`src/rtl/gpu_pkg.sv`:
```
// Shared GPU core definitions: pipeline state encoding and datapath widths.
package gpu_pkg;

    localparam int DATA_W     = 8;
    localparam int REG_ADDR_W = 4;
    localparam int NUM_REGS   = 16;

    typedef enum logic [2:0] {
        IDLE    = 3'b000,
        FETCH   = 3'b001,
        DECODE  = 3'b010,
        REQUEST = 3'b011,
        WAIT    = 3'b100,
        EXECUTE = 3'b101,
        UPDATE  = 3'b110,
        DONE    = 3'b111
    } core_state_t;

endpackage

```
`src/rtl/regfile.sv`:
```
// Per-thread 16x8 register file with two registered read ports and one write port,
// gated by core pipeline state. Optional macro REGFILE_ZERO_REG_EN hardwires r0 to zero.
module regfile
    import gpu_pkg::*;
#(
    parameter core_state_t READ_STATE  = REQUEST,
    parameter core_state_t WRITE_STATE = IDLE
) (
    input  logic                  clk,
    input  logic                  reset,
    input  logic                  reg_write_enable,
    input  logic [REG_ADDR_W-1:0] rs_addr,
    input  logic [REG_ADDR_W-1:0] rt_addr,
    input  logic [REG_ADDR_W-1:0] rd_addr,
    input  logic [DATA_W-1:0]     data_write,
    input  logic [2:0]            core_state,
    output logic [DATA_W-1:0]     rs,
    output logic [DATA_W-1:0]     rt
);

    logic [DATA_W-1:0] regs_r [NUM_REGS];
    logic              write_en_s;
    logic              read_en_s;
    logic [DATA_W-1:0] rs_data_s;
    logic [DATA_W-1:0] rt_data_s;

    // Decode pipeline-phase gating and select operand data.
    always_comb begin
        write_en_s = 1'b0;
        read_en_s  = 1'b0;
        rs_data_s  = regs_r[rs_addr];
        rt_data_s  = regs_r[rt_addr];
        if (core_state == WRITE_STATE) begin
            write_en_s = reg_write_enable;
        end else begin
            write_en_s = 1'b0;
        end
        if (core_state == READ_STATE) begin
            read_en_s = 1'b1;
        end else begin
            read_en_s = 1'b0;
        end
`ifdef REGFILE_ZERO_REG_EN
        if (rd_addr == {REG_ADDR_W{1'b0}}) begin
            write_en_s = 1'b0;
        end else begin
            write_en_s = write_en_s;
        end
        if (rs_addr == {REG_ADDR_W{1'b0}}) begin
            rs_data_s = {DATA_W{1'b0}};
        end else begin
            rs_data_s = regs_r[rs_addr];
        end
        if (rt_addr == {REG_ADDR_W{1'b0}}) begin
            rt_data_s = {DATA_W{1'b0}};
        end else begin
            rt_data_s = regs_r[rt_addr];
        end
`endif
    end

    // Register storage: cleared on reset, written on the writeback phase.
    always_ff @(posedge clk or negedge reset) begin
        if (!reset) begin
            for (int i = 0; i < NUM_REGS; i++) begin
                regs_r[i] <= {DATA_W{1'b0}};
            end
        end else if (write_en_s) begin
            regs_r[rd_addr] <= data_write;
        end
    end

    // Operand latches; nonblocking semantics give pre-write data on a same-edge hit.
    always_ff @(posedge clk or negedge reset) begin
        if (!reset) begin
            rs <= {DATA_W{1'b0}};
            rt <= {DATA_W{1'b0}};
        end else if (read_en_s) begin
            rs <= rs_data_s;
            rt <= rt_data_s;
        end
    end

endmodule

```
`config.mk`:
```
export PLATFORM = sky130hd
export DESIGN_NAME = regfile
export DESIGN_NICKNAME = d
export VERILOG_FILES = /design/src/rtl/gpu_pkg.sv /design/src/rtl/regfile.sv
export SDC_FILE = /design/constraint.sdc
export NUM_CORES = 1
export LEC_CHECK = 0
export BUFFER_PORTS_ARGS = -buffer_cell sky130_fd_sc_hd__clkbuf_2
export CORE_MARGIN = 8
export CORE_UTILIZATION = 45
export CTS_CLUSTER_DIAMETER = 200
export DETAILED_ROUTE_END_ITERATION = 10
export GPL_TIMING_DRIVEN = 0
export SETUP_SLACK_MARGIN = 0.3
export SYNTH_ARGS = -nofsm -noshare
export SYNTH_HDL_FRONTEND = slang
export SYNTH_SLANG_ARGS = --single-unit
export TNS_END_PERCENT = 1
```
`constraint.sdc`:
```
create_clock -name clk -period 1.34 [get_ports clk]
set_input_delay 0 -clock clk [delete_from_list [all_inputs] [get_ports clk]]
set_output_delay 0 -clock clk [all_outputs]
set_load 0.05 [all_outputs]
```
==> flow_summary.json <==
{
  "yosys_register_bits": 144,
  "clock_sinks": 144,
  "worstPathRequired_ns": 1.65,
  "insertion_delay_ns": 0.43,
  "seqPwrFrac": 0.429,
  "maxSlewViolCount": 0,
  "internal-power_mw": 8.68,
  "cts-htree-levels": 4,
  "critPathArrivalTime_ns": 1.86,
  "drc": 0,
  "cts_buffers": 17,
  "switching_share": 0.259,
  "drtAntennaViolNets": 0,
  "min_path_type": "input port to async pin",
  "regArea_um2": 3600,
  "routabilityCongestion": 0.819,
  "drive_gt1_frac": 0.547,
  "vias": 4804,
  "nets": 582,
  "crit_slowest_cell": "mux4_2",
  "placed_cells": 743,
  "io_pins": 42,
  "clk_path_buf_depth": 2,
  "fmax_mhz": 644,
  "ys.flop_type": "dfrtp_1",
  "worstSetupEndpointType": "register",
  "max_stage_delay_ns": 0.49,
  "min_period_over_period": 1.16,
  "drtPass1Iterations": 4,
  "layout_common_cells": "144 x dfrtp_1, 94 x mux2_2, 60 x mux4_2",
  "path_delay_family": "multiplexers",
  "cts_tree": "built",
  "antenna_found_initial": 0,
  "synth-seq-area-share": 0.484,
  "rows": 47,
  "max_slew_margin": 0.134,
  "p_comb_frac": 0.161,
  "finalCriticalPeriod_ns": 1.55,
  "synthArstFlopShare": 1.00,
  "maxCapViolCount": 0,
  "rsz0062_at_grt": "true",
  "powerDensity_nw_per_um2": 1280,
  "wl_per_cell_um": 26.7,
  "power_mw": 11.7,
  "worst_slew_pin_slew_ns": 1.30,
  "multi_input_area_um2": 4000,
  "vias_per_cell": 6.09,
  "dieArea_um2": 20900,
  "drt_iter0_drc": 377,
  "portBuffers": 34,
  "ff2ff_setup_slack_ns": -0.21,
  "avgSynthCellArea_um2": 15.3,
  "skew_ns": 0.00735,
  "crit_path_start": "regs_r[37]",
  "violations": "negative setup slack",
  "core-area_um2": 16400,
  "dp_hpwl_um": 14000,
  "setup_viol": 120,
  "start_kind": "register",
  "initial_core_util": 0.454,
  "fin_setup_tns_ns": -12.68,
  "hold_violations": 0,
  "switchingPower_mw": 3.04,
  "grt_pass1_vias": 5190,
  "cp_max_fo": 3,
  "grt_pass1_wl_um": 32400,
  "root_buffer": "clkbuf_16",
  "syn_inst": 488,
  "ys_types": 32,
  "p_leak_nw": 4.14,
  "grt_max_degree": 94,
  "final.fill_count": 1287,
  "critPathKind": "register to register",
  "synth-edff-count": 0,
  "synth_nets": 514,
  "run_status": "complete, but fails checks",
  "ir_drop_v": 0.00101,
  "syn_area_um2": 7450,
  "yosys_warnings": 0,
  "layout_commonest_cell": "dfrtp_1",
  "diodes": 0,
  "r2r_start": "regs_r[37]",
  "wl_um": 21100,
  "track_usage": 0.217,
  "die_h_um": 145,
  "die_w_um": 145,
  "area_delta_synth_final_pct": 22.9,
  "worstPathCellList": "mux4_2, mux2i_2, nor2_1, a211o_1",
  "crit_buf_inv": 0,
  "final_cell_count_no_fill": 789,
  "fin_ws_ns": -0.213,
  "grt.overflow.total": 0,
  "clk_pin_slew_ns": 0.06,
  "p_clk_frac": 0.411
}
logic make-up after synthesis:
kind of cell           count (synthesis)  share of synthesized area
and+or+nand+nor                       54                     0.0428
AOI/OAI and AO/OA                     29                     0.0302
buffers and inverters                 37                     0.0200
DFF                                  144                      0.484
muxes                                224                      0.423
registers in the layout, indices dropped and copies added (netlist names):
signal,count
regs_r,128
rs,8
rt,8
through the flow:
step                hold slack, ns  utilization  setup WS [ns]  cell area (um^2)
floorplan                   -0.296            -         -0.473              7450
global placement             0.359        0.482          -2.11              7900
detailed placement         -0.0152        0.484          -1.12              7940
CTS                          0.124        0.552         -0.220              9050
global route                 0.108        0.558         -0.261              9150
finish                      0.0580        0.558         -0.213              9150
final cells by class:
| type | instances | share of cell area |
|---|---|---|
| well taps | 220 | 0.0301 |
| multi-input cells | 307 | 0.437 |
| inverters | 2 | 0.000820 |
| repair buffers | 49 | 0.0525 |
| clock inverters | 11 | 0.0150 |
| clock buffers | 21 | 0.0503 |
| plain buffers | 35 | 0.0202 |
| flip-flops and latches | 144 | 0.394 |
routing by layer:
metal | track usage | wire (um) | vias to the layer above
met4 | 0.0767 | 426 | 0
li1 | - | - | 2031
met1 | 0.286 | 9250 | 2610
met3 | 0.0463 | 978 | 31
met5 | 0 | 0 | -
met2 | 0.349 | 10400 | 132
power by group through the flow:
| stage | sequential (mW) | combinational, mW | clock, mW |
|---|---|---|---|
| 6_report | 5.03 | 1.88 | 4.81 |
| 5_1_grt | 5.07 | 2.00 | 5.07 |
| 4_1_cts | 5.01 | 1.84 | 4.87 |
| 3_5_place_dp | 5.08 | 1.63 | 0 |
| 3_3_place_gp | 5.06 | 1.59 | 0 |
| 2_1_floorplan | 5.20 | 0.945 | 0 |
synth_stat cells, types with 5 or more instances:
master,instances,area share
nor2_1,12,0.0060
mux4_2,60,0.18
nand2_1,13,0.0066
nor2b_1,9,0.0076
nor3_1,9,0.0060
a211o_1,8,0.0094
dfrtp_1,144,0.48
mux2_2,127,0.19
clkbuf_1,22,0.011
buf_2,8,0.0054
mux2i_1,36,0.048
buf_1,5,0.0025
a2bb2oi_1,6,0.0071
o21ai_0,7,0.0047
worst reg2reg max path, stage by stage, from the launching register on:
cell	delay (ns)
dfrtp_1	0.39
mux4_2	0.49
mux2i_2	0.20
nor2_1	0.08
a211o_1	0.27
path summary, 6_finish.rpt:
path,depth (start not counted),endpoint
worst min-delay path,2,regs_r[59]
worst max-delay path,4,rs[5]
worst max register to register,4,rs[5]
max in group asynchronous,3,regs_r[110]
min in group clk,3,regs_r[5]
worst min register to register,1,rs[5]
repair_timing:
item	in CTS	in global routing
setup endpoints to repair	160	234
pin swaps	5	8
hold endpoints to repair	99	0
buffers inserted	3	2
gates resized for setup	113	32
hold buffers	9	0
(Power assumes the default switching activity.)
